[src/rtl/click_gen.sv]
// click_gen: emulates a push-button click (fast or long hold) with optional
// contact bounce on press and release, followed by a mandatory released gap.
`default_nettype none

module click_gen #(
  parameter int IN_C_HZ    = 50_000_000,
  parameter int FAST_MS    = 100,
  parameter int LONG_MS    = 1000,
  parameter int GAP_MS     = 200,
  parameter int BOUNCE_N   = 2,
  parameter int BOUNCE_CYC = 5000
) (
  input  logic clk,
  input  logic rst,
  input  logic req_fast,
  input  logic req_long,
  output logic key_out,
  output logic busy,
  output logic done
);

  localparam int FAST_CNT = FAST_MS * (IN_C_HZ / 1000);
  localparam int LONG_CNT = LONG_MS * (IN_C_HZ / 1000);
  localparam int GAP_CNT  = GAP_MS * (IN_C_HZ / 1000);
  localparam int MAX_A    = (LONG_CNT > FAST_CNT) ? LONG_CNT : FAST_CNT;
  localparam int MAX_B    = (GAP_CNT > BOUNCE_CYC) ? GAP_CNT : BOUNCE_CYC;
  localparam int MAX_CNT  = (MAX_A > MAX_B) ? MAX_A : MAX_B;
  localparam int CNT_W    = $clog2(MAX_CNT) + 1;
  localparam int HALF_W   = $clog2(2 * BOUNCE_N + 1) + 1;
  localparam int HALF_INI = (BOUNCE_N > 0) ? 2 * BOUNCE_N - 1 : 0;

  // Segment counters are loaded with length-1 and expire when they reach zero.
  localparam logic [CNT_W-1:0]  FAST_LD = CNT_W'(FAST_CNT - 1);
  localparam logic [CNT_W-1:0]  LONG_LD = CNT_W'(LONG_CNT - 1);
  localparam logic [CNT_W-1:0]  GAP_LD  = CNT_W'(GAP_CNT - 1);
  localparam logic [CNT_W-1:0]  BNC_LD  = CNT_W'(BOUNCE_CYC - 1);
  localparam logic [HALF_W-1:0] HALF_LD = HALF_W'(HALF_INI);

  typedef enum logic [2:0] {
    IDLE  = 3'd0,
    B_ON  = 3'd1,
    HOLD  = 3'd2,
    B_OFF = 3'd3,
    GAP   = 3'd4
  } state_t;

  state_t            state, state_n;
  logic [CNT_W-1:0]  cnt, cnt_n;
  logic [HALF_W-1:0] half, half_n;
  logic              long_sel, long_n;
  logic              key_n, busy_n, done_n;

  always_ff @(posedge clk or posedge rst) begin
    if (rst) begin
      state    <= IDLE;
      cnt      <= '0;
      half     <= '0;
      long_sel <= 1'b0;
      key_out  <= 1'b0;
      busy     <= 1'b0;
      done     <= 1'b0;
    end else begin
      state    <= state_n;
      cnt      <= cnt_n;
      half     <= half_n;
      long_sel <= long_n;
      key_out  <= key_n;
      busy     <= busy_n;
      done     <= done_n;
    end
  end

  // Outputs are computed for the next state so they register alongside it.
  always_comb begin
    state_n = state;
    cnt_n   = cnt;
    half_n  = half;
    long_n  = long_sel;
    key_n   = key_out;
    busy_n  = busy;
    done_n  = 1'b0;
    case (state)
      IDLE: begin
        key_n  = 1'b0;
        busy_n = 1'b0;
        if (req_fast || req_long) begin
          long_n = req_long;
          busy_n = 1'b1;
          key_n  = 1'b1;
          if (BOUNCE_N > 0) begin
            state_n = B_ON;
            cnt_n   = BNC_LD;
            half_n  = HALF_LD;
          end else begin
            state_n = HOLD;
            cnt_n   = req_long ? LONG_LD : FAST_LD;
          end
        end
      end
      B_ON, B_OFF: begin
        if (cnt != '0) begin
          cnt_n = cnt - CNT_W'(1);
        end else if (half != '0) begin
          half_n = half - HALF_W'(1);
          cnt_n  = BNC_LD;
          key_n  = ~key_out;
        end else if (state == B_ON) begin
          state_n = HOLD;
          cnt_n   = long_sel ? LONG_LD : FAST_LD;
          key_n   = 1'b1;
        end else begin
          state_n = GAP;
          cnt_n   = GAP_LD;
          key_n   = 1'b0;
        end
      end
      HOLD: begin
        if (cnt != '0) begin
          cnt_n = cnt - CNT_W'(1);
        end else begin
          key_n = 1'b0;
          if (BOUNCE_N > 0) begin
            state_n = B_OFF;
            cnt_n   = BNC_LD;
            half_n  = HALF_LD;
          end else begin
            state_n = GAP;
            cnt_n   = GAP_LD;
          end
        end
      end
      GAP: begin
        if (cnt != '0) begin
          cnt_n = cnt - CNT_W'(1);
        end else begin
          state_n = IDLE;
          busy_n  = 1'b0;
          done_n  = 1'b1;
        end
      end
      default: begin
        state_n = IDLE;
        cnt_n   = '0;
        key_n   = 1'b0;
        busy_n  = 1'b0;
      end
    endcase
  end

endmodule

`default_nettype wire

[config.mk]
export PLATFORM = sky130hd
export DESIGN_NAME = click_gen
export DESIGN_NICKNAME = d
export VERILOG_FILES = /design/src/rtl/click_gen.sv
export SDC_FILE = /design/constraint.sdc
export NUM_CORES = 1
export LEC_CHECK = 0
export CORE_UTILIZATION = 60
export CTS_CLUSTER_SIZE = 30
export DETAILED_ROUTE_END_ITERATION = 12
export GPL_TIMING_DRIVEN = 0
export PLACE_DENSITY = 0.78
export SYNTH_ARGS = -nofsm -noshare
export SYNTH_HDL_FRONTEND = slang
export SYNTH_SLANG_ARGS = --single-unit
[constraint.sdc]
create_clock -name clk -period 3.5 [get_ports clk]
set_input_delay 0.525 -clock clk [delete_from_list [all_inputs] [get_ports clk]]
set_output_delay 0.525 -clock clk [all_outputs]
set_load 0.01 [all_outputs]
==> out/qor.txt, run 1 <==
max-cap viol count: 0
share of synthesized registers carrying an async set or reset: 100.0%
# DRC: 0
slowest stage delay, CP: 530 ps
CP bufs+invs: 2
EDFF count, synth: 0
Avg Inst Size Synth: 8.488 sq um
Mapped Cells: 291
Most used DFF post-synth: dfrtp_1
Syn. warnings: 0
Clock Sinks: 38
Top delay family on crit path: simple AND/OR/NAND/NOR gates
Die Area: 0.004377 sq mm
Synth cell types: 56
RSZ-0062 raised after global routing: false
Synth area leader: dfrtp_1
top cells by area, synth: dfrtp_1 (39%), o21ai_0 (4.9%), nor2_1 (3.5%)
DRT iter0 DRCs: 370
crit path capture type: flop
total wire length: 6.881 mm
CTS tree: yes
sequential fraction of the synthesis area: 38.50%
achievable frequency: 307.2 MHz
Area growth, synth to finish: 8.308%
CP required: 3630 ps
share of total power in the clock network: 39.2%
via count: 2453
Worst-Margin Slew: 1388 ps
Pins Over Slew Limit: 0
most frequent cells in the layout: dfrtp_1 (38), o21ai_0 (24), nor2_1 (23)
Post-CTS Resized: 0
Die Span X: 66.16 microns
Max IR drop VDD: 0.1844 mV
leading cell type in the layout, fill and taps excluded: dfrtp_1
Nets: 311
crit share post-route: 93.02%
overall routing resource usage: 35.07%
synthesized area: 0.002470 sq mm
Max Fanout on Critical Path: 10
Starting Density: 65.02%
later-pin clock latency in the skew report: 300 ps
worst clock skew: 10.15 ps
Gate power share: 1.9%
filler cell count: 297
critical-path cell list: or4_1, or4_1, buf_2, nor3_2, clkbuf_1, o21bai_1, o21ai_0, a31oi_1
worst hold-check path type: reg2reg
Storage cell area: 950.9 sq um
routability cong.: 0.9424
Worst-path clk slew: 80 ps
H-tree Lvls: 2
setup_tns: 0 ps
final hold viol count: 0
Crit path top cell by count: or4_1
top-area cell type share of the netlist area: 38.50%
Startpoint Class: flop
CTS hold repair buffers: 0
CP arrival: 3390 ps
slew margin rel.: 6.599%
final setup violating endpoints: 0
hold path depth: 1
antenna violations before repair: 0
NetSw: 0.1695 mW
grt ovf: 0
min cycle time layout: 3256 ps
Worst Reg-to-Reg Cells: 8
Crit path depth: 8
ANT cells: 0
share of cells above drive strength 1: 7.237%
power per cell area: 278.7 mW/mm^2
CTS Buf Count: 5
largest net degree at the start of global routing: 39
Int Pwr: 0.5762 mW
DP HPWL: 4.964 mm
first-pass GRT wire length: 11.22 mm
core area: 0.003799 sq mm
type of the worst setup path: reg2reg
drt wl/cell: 19.55 microns
Root Driver: clkbuf_8
Sw Ratio: 22.73%
vias in the first global route: 2128
die height: 66.16 microns
Crit-path slowest cell: or4_1
row count: 22
register share of total power: 58.8%
Post-CTS Setup Inserts: 0
vias per std cell: 6.969
drt pass-1 iters: 5
hold slack: 520.0 ps
IO Port Bufs: 6
ANT nets after route: 0
area of the multi-input gates: 0.001414 sq mm
maximum clock path buffer count: 2
# IOs: 7
status: finished clean
Pleak: 0.9919 nW
Syn Nets: 298
FF+latch count, synth: 38
path summary, 6_finish.rpt:
kind,from,endpoint,slack (ps)
min reg2reg,cnt[17],cnt[17],520
min,cnt[17],cnt[17],520
max,cnt[18],cnt[14],240
min in group asynchronous,rst,cnt[24],700
max in group asynchronous,rst,cnt[9],2300
max reg2reg,cnt[18],cnt[14],240
stage by stage:
| step | total power, mW | std cells | setup WS, ps | util (%) | cell area (sq um) |
|---|---|---|---|---|---|
| after floorplan | 0.4551 | 291 | 767.5 | - | 2470 |
| after global placement | 0.4619 | 345 | 335.6 | 68.18 | 2590 |
| after detailed placement | 0.4624 | 345 | 332.1 | 68.18 | 2590 |
| after CTS | 0.7483 | 352 | 311.4 | 70.26 | 2669 |
| after global routing | 0.7666 | 352 | 99.32 | 70.42 | 2675 |
| final | 0.7457 | 352 | 244.3 | 70.42 | 2675 |
worst reg2reg max path: cells and delay by family, from the launching register on:
kind	cells	cell delay [ps]
AOI/OAI and AO/OA	3	520
buffers and inverters	2	690
DFF	1	460
and+or+nand+nor	3	1410
flip-flops by register name, summed over array words and instances (netlist names):
name / cells
busy: 1
half: 4
long_sel: 1
done: 1
key_out: 1
cnt: 27
state: 3
per-layer routing:
metal | share of wire [%] | vias up | GRT usage [%]
met5 | 0 | - | 0
met4 | 1.2 | 0 | 10.64
met3 | 11 | 12 | 8.448
met2 | 45 | 154 | 50.51
met1 | 43 | 1151 | 51.65
li1 | - | 1136 | -
power by group through the flow:
stage               Clock (mW)  Combinational [mW]  Sequential (mW)
floorplan                    0             0.00777            0.447
global placement             0              0.0146            0.447
detailed placement           0              0.0150            0.447
CTS                      0.295              0.0150            0.439
global route             0.311              0.0169            0.439
finish                   0.293              0.0143            0.439
final cells by class:
type,count,share of cell area [%]
Multi-Input combinational cell,226,52.85
Sequential cell,38,35.55
Clock buffer,5,2.572
Buffer,14,2.339
Timing Repair Buffer,6,2.245
Tap cell,48,2.245
Inverter,13,1.824
Clock inverter,2,0.3742
cells in the mapped netlist, types with 2 or more instances:
cell and instances:
nor3b_1 3, and2_1 3, nor2_1 23, or3_1 6, nand4_1 2, or4_1 7, nand2b_1 4, ha_1 3
nand3_1 11, maj3_1 2, xnor2_1 4, nor3_1 11, o2bb2ai_1 5, clkbuf_1 11, o311ai_0 2, o211ai_1 3
a21oi_1 16, a22o_1 6, o31ai_1 5, o221a_2 2, or3b_2 2, o41ai_1 3, dfrtp_1 38, o22ai_1 4
nor4_1 7, o21a_1 2, buf_2 2, o21ai_0 24, a21o_1 7, o31a_1 3, nand2_1 22, a22oi_1 2
inv_1 13, a31oi_1 10, nor3_2 2
cell families after synthesis:
| group | after synthesis | synth area share, % |
|---|---|---|
| adders and majority gates | 5 | 2.330 |
| xor gates and xnor gates | 4 | 1.418 |
| and+or+nand+nor | 111 | 24.01 |
| AOI/OAI and AO/OA | 105 | 28.77 |
| muxes | 1 | 0.4559 |
| DFF | 38 | 38.50 |
| buffers and inverters | 27 | 4.509 |
No activity file was read; power rests on OpenSTA's default activity.
==> run 2, diff against run 1 <==
--- a/config.mk
+++ b/config.mk
@@ -9,6 +9,7 @@
 export CTS_CLUSTER_SIZE = 30
 export DETAILED_ROUTE_END_ITERATION = 12
 export GPL_TIMING_DRIVEN = 0
+export HOLD_SLACK_MARGIN = 0.1
 export PLACE_DENSITY = 0.78
 export SYNTH_ARGS = -nofsm -noshare
 export SYNTH_HDL_FRONTEND = slang
==> results of run 2 <==
No change in the layout: final DEF, timing and power equal those of run 1.
==> run 3, diff against run 2 <==
==> constraint.sdc (replaced) <==
create_clock -name clk -period 3.78 [get_ports clk]
set_input_delay 0.567 -clock clk [delete_from_list [all_inputs] [get_ports clk]]
set_output_delay 0.567 -clock clk [all_outputs]
set_load 0.01 [all_outputs]
==> out/qor.txt, run 3 (synthesis gave the netlist of run 1 again) <==
Area growth, synth to finish: 8.055%
Largest regs: cnt x27, half x4, state x3
routability cong.: 0.9424 (unchanged)
row count: 22 (unchanged)
register share of total power: 58.9% (about the same)
RSZ-0062 raised after global routing: false
Final Core Density: 70.26% (-0.16 points)
drt pass-1 iters: 5 (unchanged)
IO Port Bufs: 6 (unchanged)
setup_tns: 0 ps (unchanged)
Sw Ratio: 22.68% (-0.045 points)
leading cell type in the layout, fill and taps excluded: dfrtp_1
Die Area: 0.004377 sq mm (unchanged)
# IOs: 7 (unchanged)
CP Launch Point: cnt[6]
hold slack: 513.2 ps (-6.771 ps)
crit share post-route: 87.90% (-5.1 points)
vias in the first global route: 2128 (unchanged)
Int Pwr: 0.5335 mW (-7.4%)
max-cap viol count: 0 (unchanged)
number of flip-flops in the largest register: 27 (unchanged)
achievable frequency: 301.0 MHz (-2.0%)
NetSw: 0.1565 mW (-7.6%)
maximum clock path buffer count: 2 (unchanged)
CTS hold repair buffers: 0 (unchanged)
CTS Buf Count: 5 (unchanged)
core area: 0.003799 sq mm (unchanged)
first-pass GRT wire length: 11.22 mm (unchanged)
share of cells above drive strength 1: 6.908% (-0.33 points)
Design Area, Final: 0.002669 sq mm (-0.23%)
Gate power share: 1.9% (about the same)
later-pin clock latency in the skew report: 300 ps (about the same)
Nets: 311 (unchanged)
Die Span X: 66.16 microns (unchanged)
Root Driver: clkbuf_8
# DRC: 0 (unchanged)
DRT iter0 DRCs: 352 (-4.9%)
via count: 2480 (+1.1%)
CTS tree: yes
final hold viol count: 0 (unchanged)
CP required: 3960 ps (+330 ps)
Post-CTS Resized: 0 (unchanged)
vias per std cell: 7.045 (+1.1%)
total wire length: 6.900 mm (+0.28%)
grt ovf: 0 (unchanged)
drt wl/cell: 19.60 microns (+0.28%)
Startpoint Class: flop
crit path capture type: flop
Reg with most FFs: cnt
Starting Density: 65.02% (unchanged)
min-delay src: cnt[17]
DP HPWL: 4.964 mm (unchanged)
most frequent cells in the layout: dfrtp_1 (38), o21ai_0 (24), nor2_1 (23)
placed inst area: 0.002590 sq mm (unchanged)
ANT nets after route: 0 (unchanged)
min cycle time layout: 3323 ps (+66.84 ps)
Design Power: 0.6900 mW (-7.5%)
power per cell area: 258.5 mW/mm^2 (-7.2%)
ANT cells: 0 (unchanged)
worst clock skew: 10.26 ps (+0.1124 ps)
Pins Over Slew Limit: 0 (unchanged)
worst hold-check path type: reg2reg
status: finished clean
die height: 66.16 microns (unchanged)
CP arrival: 3500 ps (+110 ps)
share of total power in the clock network: 39.2% (about the same)
Worst-Margin Slew: 1415 ps (+26.92 ps)
Post-CTS Setup Inserts: 0 (unchanged)
overall routing resource usage: 35.07% (unchanged)
final setup violating endpoints: 0 (unchanged)
filler cell count: 299 (+0.67%)
antenna violations before repair: 0 (unchanged)
type of the worst setup path: reg2reg
Clock Sinks: 38 (unchanged)
Pleak: 0.9919 nW (about the same)
slew margin rel.: 4.788% (-1.8 points)
Max Fanout on Critical Path: 10 (unchanged)
Max IR drop VDD: 0.1699 mV (-7.9%)
H-tree Lvls: 2 (unchanged)
RR Startpoint: cnt[6]
largest net degree at the start of global routing: 39 (unchanged)
Worst-path clk slew: 80 ps (about the same)
## run 3: cell counts in the layout (fill, tap and decap cells not counted)
No cell type changed its count.
## run 3: final cells by class
class	instances	area, sq um	share of cell area, %
Multi-Input combinational cell	226	1408	52.74
Tap cell	48	60.06	2.250
Buffer	14	62.56	2.344
Clock inverter	2	10.01	0.3751
Timing Repair Buffer	6	60.06	2.250
Inverter	13	48.80	1.828
Sequential cell	38	950.9	35.63
Clock buffer	5	68.82	2.579
## run 3: final timing paths
kind	depth (start not counted)	slack [ps]	end
hold / removal	1	510	cnt[17]
min in group asynchronous	2	740	cnt[24]
max in group asynchronous	2	2530	cnt[9]
setup / recovery	7	460	cnt[6]
setup reg to reg	7	460	cnt[6]
hold reg to reg	1	510	cnt[17]
## run 3: worst max-delay path, stage by stage (launching register included)
cell      delay [ps]
dfrtp_1          430
nor4_1           720
nand4_1          380
clkbuf_1         320
o31ai_1          670
o31a_1           360
o21ai_0          120
a21o_1           220
## run 3: per-layer routing
layer	GRT usage, %	vias to the layer above	part of all wire [%]
met5	0	-	0
met4	10.64	0	1.3
met3	8.448	14	10
met2	50.51	166	44
met1	51.65	1169	44
li1	-	1131	-
## run 3: power by group through the flow
stage	clock network (mW)	registers, mW	logic (mW)
6_report	0.271	0.406	0.0133
4_1_cts	0.273	0.406	0.0139
3_3_place_gp	0	0.414	0.0135
2_1_floorplan	0	0.414	0.00720
3_5_place_dp	0	0.414	0.0139
5_1_grt	0.288	0.406	0.0157
## run 3: stage by stage
| stage | setup WS, ps | std cells |
|---|---|---|
| floorplan | 1048 | 291 |
| CTS | 591.4 | 352 |
| detailed placement | 612.1 | 345 |
| finish | 457.5 | 352 |
| global placement | 615.6 | 345 |
| global route | 256.8 | 352 |
